==> config.mk <==
export PLATFORM = sky130hd
export DESIGN_NAME = serial_divider
export DESIGN_NICKNAME = d
export VERILOG_FILES = /design/src/rtl/serial_divider.sv
export SDC_FILE = /design/constraint.sdc
export NUM_CORES = 1
export LEC_CHECK = 0
export CORE_UTILIZATION = 35
export DETAILED_ROUTE_END_ITERATION = 12
export PLACE_DENSITY_LB_ADDON = 0.25
export SETUP_SLACK_MARGIN = 0.15
export SKIP_CTS_REPAIR_TIMING = 1
export SYNTH_ARGS = -nofsm -noshare
export SYNTH_HDL_FRONTEND = slang
export SYNTH_SLANG_ARGS = --single-unit
export TNS_END_PERCENT = 20
==> constraint.sdc <==
create_clock -name clk -period 2.4 [get_ports clk]
set_clock_uncertainty 0.15 [all_clocks]
set_input_delay 0.36 -clock clk [delete_from_list [all_inputs] [get_ports clk]]
set_output_delay 0.36 -clock clk [all_outputs]
set_load 0.1 [all_outputs]
==> src/rtl/serial_divider.sv <==
// Unsigned restoring divider: one quotient bit per clock, MSB first.
// Results and the divide-by-zero flag are registered and held until the next done or reset.
module serial_divider #(
   parameter int DIVIDEND_W = 8,
   parameter int DIVISOR_W  = 4
) (
   input  logic                  clk,
   input  logic                  rst,
   input  logic                  start,
   input  logic [DIVIDEND_W-1:0] dividend,
   input  logic [DIVISOR_W-1:0]  divisor,
   output logic                  busy,
   output logic                  done,
   output logic [DIVIDEND_W-1:0] quotient,
   output logic [DIVISOR_W-1:0]  remainder,
   output logic                  div_by_zero
);

   localparam int CNT_W = $clog2(DIVIDEND_W);

   typedef enum logic [0:0] {
      IDLE = 1'b0,
      CALC = 1'b1
   } state_t;

   state_t                  state_q, state_d;
   logic [CNT_W-1:0]        cnt_q, cnt_d;
   logic [DIVIDEND_W-1:0]   dvd_q, dvd_d;
   logic [DIVISOR_W-1:0]    dvs_q, dvs_d;
   logic [DIVISOR_W-1:0]    rem_q, rem_d;
   logic                    busy_q, busy_d;
   logic                    done_q, done_d;
   logic [DIVIDEND_W-1:0]   quotient_q, quotient_d;
   logic [DIVISOR_W-1:0]    remainder_q, remainder_d;
   logic                    dbz_q, dbz_d;
   logic [DIVISOR_W:0]      shift_s;
   logic [DIVISOR_W:0]      diff_s;

   // Next-state, datapath iteration and output update logic.
   always_comb begin
      state_d     = state_q;
      cnt_d       = cnt_q;
      dvd_d       = dvd_q;
      dvs_d       = dvs_q;
      rem_d       = rem_q;
      busy_d      = busy_q;
      done_d      = 1'b0;
      quotient_d  = quotient_q;
      remainder_d = remainder_q;
      dbz_d       = dbz_q;

      // rem_q < divisor always, so the trial difference fits in DIVISOR_W+1 bits and its MSB is the borrow.
      shift_s = {rem_q, dvd_q[DIVIDEND_W-1]};
      diff_s  = shift_s - {1'b0, dvs_q};

      case (state_q)
         IDLE: begin
            if (start) begin
               if (divisor == {DIVISOR_W{1'b0}}) begin
                  done_d      = 1'b1;
                  quotient_d  = {DIVIDEND_W{1'b1}};
                  remainder_d = {DIVISOR_W{1'b1}};
                  dbz_d       = 1'b1;
               end else begin
                  state_d = CALC;
                  busy_d  = 1'b1;
                  cnt_d   = {CNT_W{1'b0}};
                  dvd_d   = dividend;
                  dvs_d   = divisor;
                  rem_d   = {DIVISOR_W{1'b0}};
               end
            end else begin
               state_d = IDLE;
            end
         end
         CALC: begin
            if (diff_s[DIVISOR_W]) begin
               rem_d = shift_s[DIVISOR_W-1:0];
               dvd_d = {dvd_q[DIVIDEND_W-2:0], 1'b0};
            end else begin
               rem_d = diff_s[DIVISOR_W-1:0];
               dvd_d = {dvd_q[DIVIDEND_W-2:0], 1'b1};
            end
            cnt_d = cnt_q + CNT_W'(1'b1);
            if (cnt_q == CNT_W'(DIVIDEND_W - 1)) begin
               state_d     = IDLE;
               busy_d      = 1'b0;
               done_d      = 1'b1;
               cnt_d       = {CNT_W{1'b0}};
               quotient_d  = dvd_d;
               remainder_d = rem_d;
               dbz_d       = 1'b0;
            end else begin
               state_d = CALC;
            end
         end
         default: begin
            state_d = IDLE;
            busy_d  = 1'b0;
         end
      endcase
   end

   // State and output registers with synchronous reset.
   always_ff @(posedge clk) begin
      if (rst) begin
         state_q     <= IDLE;
         cnt_q       <= {CNT_W{1'b0}};
         dvd_q       <= {DIVIDEND_W{1'b0}};
         dvs_q       <= {DIVISOR_W{1'b0}};
         rem_q       <= {DIVISOR_W{1'b0}};
         busy_q      <= 1'b0;
         done_q      <= 1'b0;
         quotient_q  <= {DIVIDEND_W{1'b0}};
         remainder_q <= {DIVISOR_W{1'b0}};
         dbz_q       <= 1'b0;
      end else begin
         state_q     <= state_d;
         cnt_q       <= cnt_d;
         dvd_q       <= dvd_d;
         dvs_q       <= dvs_d;
         rem_q       <= rem_d;
         busy_q      <= busy_d;
         done_q      <= done_d;
         quotient_q  <= quotient_d;
         remainder_q <= remainder_d;
         dbz_q       <= dbz_d;
      end
   end

   assign busy        = busy_q;
   assign done        = done_q;
   assign quotient    = quotient_q;
   assign remainder   = remainder_q;
   assign div_by_zero = dbz_q;

endmodule

* Yosys cells after proc, flatten, opt, wreduce, memory -nomap -nowiden *
Cells that the tools add are included.

operators by class
  $add $sub $neg = 2
  equal/unequal tests = 5
  muxes and demuxes = 35
  bitwise operators = 2
  reduce and logical (&&, ||, !) cells = 5

operators by type and width
  cell                   number
  $mux W8                5
  $pmux W8 S2            2
  $mux W4                6
  $pmux W4 S2            2
  $mux W1                12
  $mux W3                3
  $reduce_and A3 Y1      3
  $pmux W1 S2            4
  $ne A2 B2 Y1 const B   3
  $pmux W3 S2            1
  $sub A5 B4 Y5          1
  $logic_not A4 Y1       1
  $add A3 B1 Y3 const B  1
  $eq A3 B3 Y1 const B   1
  $ne A2 B1 Y1 const B   1
  $not A1 Y1             2
  $reduce_and A2 Y1      1

storage, ports and cells
  register bits after elaboration = 35
  bits of input ports = 15
  output and inout bits = 15
  logic and storage cells = 59

* Longest topological paths before layout *
  depth in word-level cells = 4
  gate-level depth with buffers = 8

* Worst setup path after synthesis *
OpenSTA, ideal clock, no wires.

  path type = flip-flop to flip-flop
  from = reg dvd_q[7]
  to = reg remainder_q[1] (netlist: remainder[1])
  arrival time = 2.082 ns
  slack = 0.089 ns
  cell stages (with the launch flop) = 9
  period minus slack after synthesis = 2.311 ns
  path through = dfxtp_1 inv_1 ha_1 fa_1 nand2b_1 o2bb2ai_2 xnor2_4 mux2_2 a211oi_2

on the way
  word-level cells in the longest chain between the ends = 4

RTL lines
  what                    RTL line  RTL
  from (decl)             28        logic [DIVIDEND_W-1:0] dvd_q, dvd_d;
  from (signal assigned)  109       dvd_q <= {DIVIDEND_W{1'b0}};
  from (signal assigned)  120       dvd_q <= dvd_d;
  $sub A5 B4 Y5           54        diff_s = shift_s - {1'b0, dvs_q};
  $mux W4                 77        if (diff_s[DIVISOR_W]) begin
  $mux W4                 85        if (cnt_q == CNT_W'(DIVIDEND_W - 1)) begin
  $pmux W4 S2             56        case (state_q)
  to (signal assigned)    115       remainder_q <= {DIVISOR_W{1'b0}};
  to (signal assigned)    126       remainder_q <= remainder_d;
  to (decl)               34        logic [DIVISOR_W-1:0] remainder_q, remainder_d;

Every way passes these cells. The select of a mux whose other input is x is not followed.
A chain may end at the register's enable or synchronous reset.

* Worst setup path in the final report *
  from = reg dvd_q[7]
  to = reg remainder_q[0] (netlist: remainder[0])

on the way
  word-level cells in the longest chain between the ends = 4

RTL lines
  what             RTL line
  $sub A5 B4 Y5    54
  $mux W4 (*)      77
  $mux W4 (*)      85
  $pmux W4 S2 (*)  56

Every way passes the cells marked *; elsewhere a longest branch is shown, timed or not. The select of a mux whose other input is x is not followed.

==> flow_metrics.env <==
export IMPL_max_stage_delay_ns=0.36
export IMPL_dpl_hpwl_um=2570
export IMPL_critPathLaunchType="flop"
export IMPL_numClockSinks=35
export IMPL_synthTopCellsByCount="38 x nor2_1, 35 x dfxtp_1, 9 x nor3_1"
export IMPL_numCtsBuffers=5
export IMPL_yosysWarnings=0
export IMPL_port_buffers=29
export IMPL_fp_row_count=24
export IMPL_ys_top_cells_by_area="dfxtp_1 44%, nor2_1 8.9%, ha_1 4.7%"
export IMPL_crit_arrival_ns=2.31
export IMPL_firstDrtPassIters=4
export IMPL_diodes=0
export IMPL_path_cells="inv_2, ha_4, fa_2, nand2b_4, o2bb2ai_4, xnor2_4, mux2_4, a211oi_2"
export IMPL_tightest_slew_ns=0.500
export IMPL_place_ws_ns=0.0396
export IMPL_drc=0
export IMPL_synth_main_ff_cell="dfxtp_1"
export IMPL_synth_seq_cells=35
export IMPL_crit_required_ns=2.46
export IMPL_detail_route_iter0_violations=79
export IMPL_synth_nets=194
export IMPL_num_vias=1323
export IMPL_vias_per_cell=5.07
export IMPL_grt_pass1_wl_um=6080
export IMPL_setup_tns_ns=0
export IMPL_ir_drop_v=0.000319
export IMPL_setup_slack_ns=0.152
export IMPL_nNetsFinal=230
export IMPL_outcome="finished, final reports clean"
export IMPL_slew_headroom_pct=66.6
export IMPL_drv_slew=0
export IMPL_areaGrowthSynthToFinish_pct=32.4
export IMPL_die_h_um=69.8
export IMPL_wl_per_cell_um=13.5
export IMPL_hold_class="reg2reg"
export IMPL_rsz0062_at_grt="yes"
export IMPL_synth_top_area_share_pct=43.6
export IMPL_cellPowerDensity_nw_per_um2=751
export IMPL_setup_violations=0
export IMPL_grt_use_total_pct=15.8
export IMPL_layout_drive_gt1_share_pct=24.4
export IMPL_yosysSeqAreaShare_pct=43.6
export IMPL_clock_root_buffer="clkbuf_8"
export IMPL_num_io_pins=30
export IMPL_synth_most_common_cell="nor2_1"
export IMPL_start_util_pct=36.6
export IMPL_synthesis_area_um2=1610
export IMPL_synth_top_area_cell="dfxtp_1"
export IMPL_max_freq_mhz=445
export IMPL_min_period_ns=2.25
export IMPL_clk_pin_slew_ns=0.07
export IMPL_slowest_stage="fa_2"
export IMPL_htree_levels=2
export IMPL_hold_viol_final=0
export IMPL_grt_max_degree=26
export IMPL_post_route_util_pct=48.5
export IMPL_synth_distinct_cells=40
export IMPL_die_x_um=69.8
export IMPL_gp_congestion=0.860
export IMPL_async_flop_share_pct=0
export IMPL_p_leak_uw=0.000863
export IMPL_first_global_vias=1298
export IMPL_clk_latency_ns=0.29
export IMPL_core_area_um2=4380
export IMPL_clockBufferDepth=2
export IMPL_synth_edf_count=0
export IMPL_drtAntennaViolNets=0
export IMPL_worst_setup_path_type="reg2reg"
export IMPL_synthCells=172
export IMPL_worst_hold_slack_ns=0.311
export IMPL_syn_avg_cell_area_um2=9.34
export IMPL_path_max_fanout=8
export IMPL_worst_setup_path_end_kind="flop"
export IMPL_cts_tree="done"
export IMPL_die_area_um2=4870
export IMPL_drv_cap=0
export IMPL_drt_total_wl_um=3530
export IMPL_antenna_found_initial=0
export IMPL_grt_overflow=0
export IMPL_fin_crit_sh_pct=93.7
kinds of logic (layout without fill, tap and decap cells):
group,Yosys count,after routing,synth area share (%)
AND/OR/NAND/NOR,72,72,22.4
adder cells (fa/ha/maj),7,7,5.92
XOR/XNOR,3,3,2.80
multiplexers,6,6,4.13
AO/OA/AOI/OAI,32,32,15.7
buffers and inverters,17,54,5.45
flip-flops,35,35,43.6
per-stage QoR:
| stage | cell area, um^2 | total power [uW] | std cells |
|---|---|---|---|
| global route | 2130 | 1660 | 261 |
| floorplan | 1630 | 873 | 172 |
| detailed placement | 1940 | 946 | 248 |
| finish | 2130 | 1600 | 261 |
| global placement | 1940 | 939 | 248 |
| CTS | 2080 | 1580 | 256 |
per-layer routing:
metal | vias up | share of wire, % | global-route usage (%)
li1 | 673 | - | -
met1 | 623 | 45 | 20.0
met2 | 20 | 50 | 26.0
met3 | 7 | 2.9 | 3.20
met4 | 0 | 2.1 | 7.33
met5 | - | 0 | 0
cells in the final DEF, fill, tap and decap left out, types with 3 or more instances in the layout:
cell             synthesis  layout
ha_1                     6       5
nand3b_1                 3       3
a222oi_1                 5       5
nor3_1                   9       9
clkbuf_8                 0       5
a211oi_1                 4       4
mux2i_1                  4       4
o21ai_0                  4       4
nor2_1                  38      38
dfxtp_1                 35      34
a22oi_1                  5       5
buf_4                    0      25
nand2_1                  7       7
clkdlybuf4s50_1          0      14
inv_1                    6       5
a21oi_1                  7       7
worst max-delay path, delay by kind of cell, from the launching register on:
family,cells,cell delay [ns]
AND/OR/NAND/NOR,1,0.16
flip-flops,1,0.32
adder cells (fa/ha/maj),2,0.52
buffers and inverters,1,0.05
AO/OA/AOI/OAI,2,0.35
multiplexers,1,0.34
XOR/XNOR,1,0.28
worst paths after layout:
check,start,endpoint,slack (ns),depth (start not counted)
worst max-delay path,dvd_q[7],remainder[0],0.15,8
worst min-delay path,dvs_q[3],dvs_q[3],0.31,2
worst max register to register,dvd_q[7],remainder[0],0.15,8
worst min register to register,dvs_q[3],dvs_q[3],0.31,2
final cells by class:
class                   instances  area (um^2)
fillers                       411         2260
multi-input cells             120          857
flip-flops and latches         35          702
repair buffers                 40          348
clock buffers                   6         72.6
well taps                      52         65.1
clock inverters                 2         60.1
inverters                       6         22.5
power by group:
group          leakage (uW)  internal (uW)  switching [uW]  total [uW]
combinational      0.000512            159             168         328
clock             0.0000654            415             218         633
sequential         0.000286            609            26.8         636
registers in the layout, indices dropped and copies added (netlist names):
register,count
dvs_q,4
busy,1
remainder,4
dvd_q,8
cnt_q,3
div_by_zero,1
done,1
rem_q,4
quotient,8
state_q,1
Note: power is estimated with default switching activity, not from simulation.
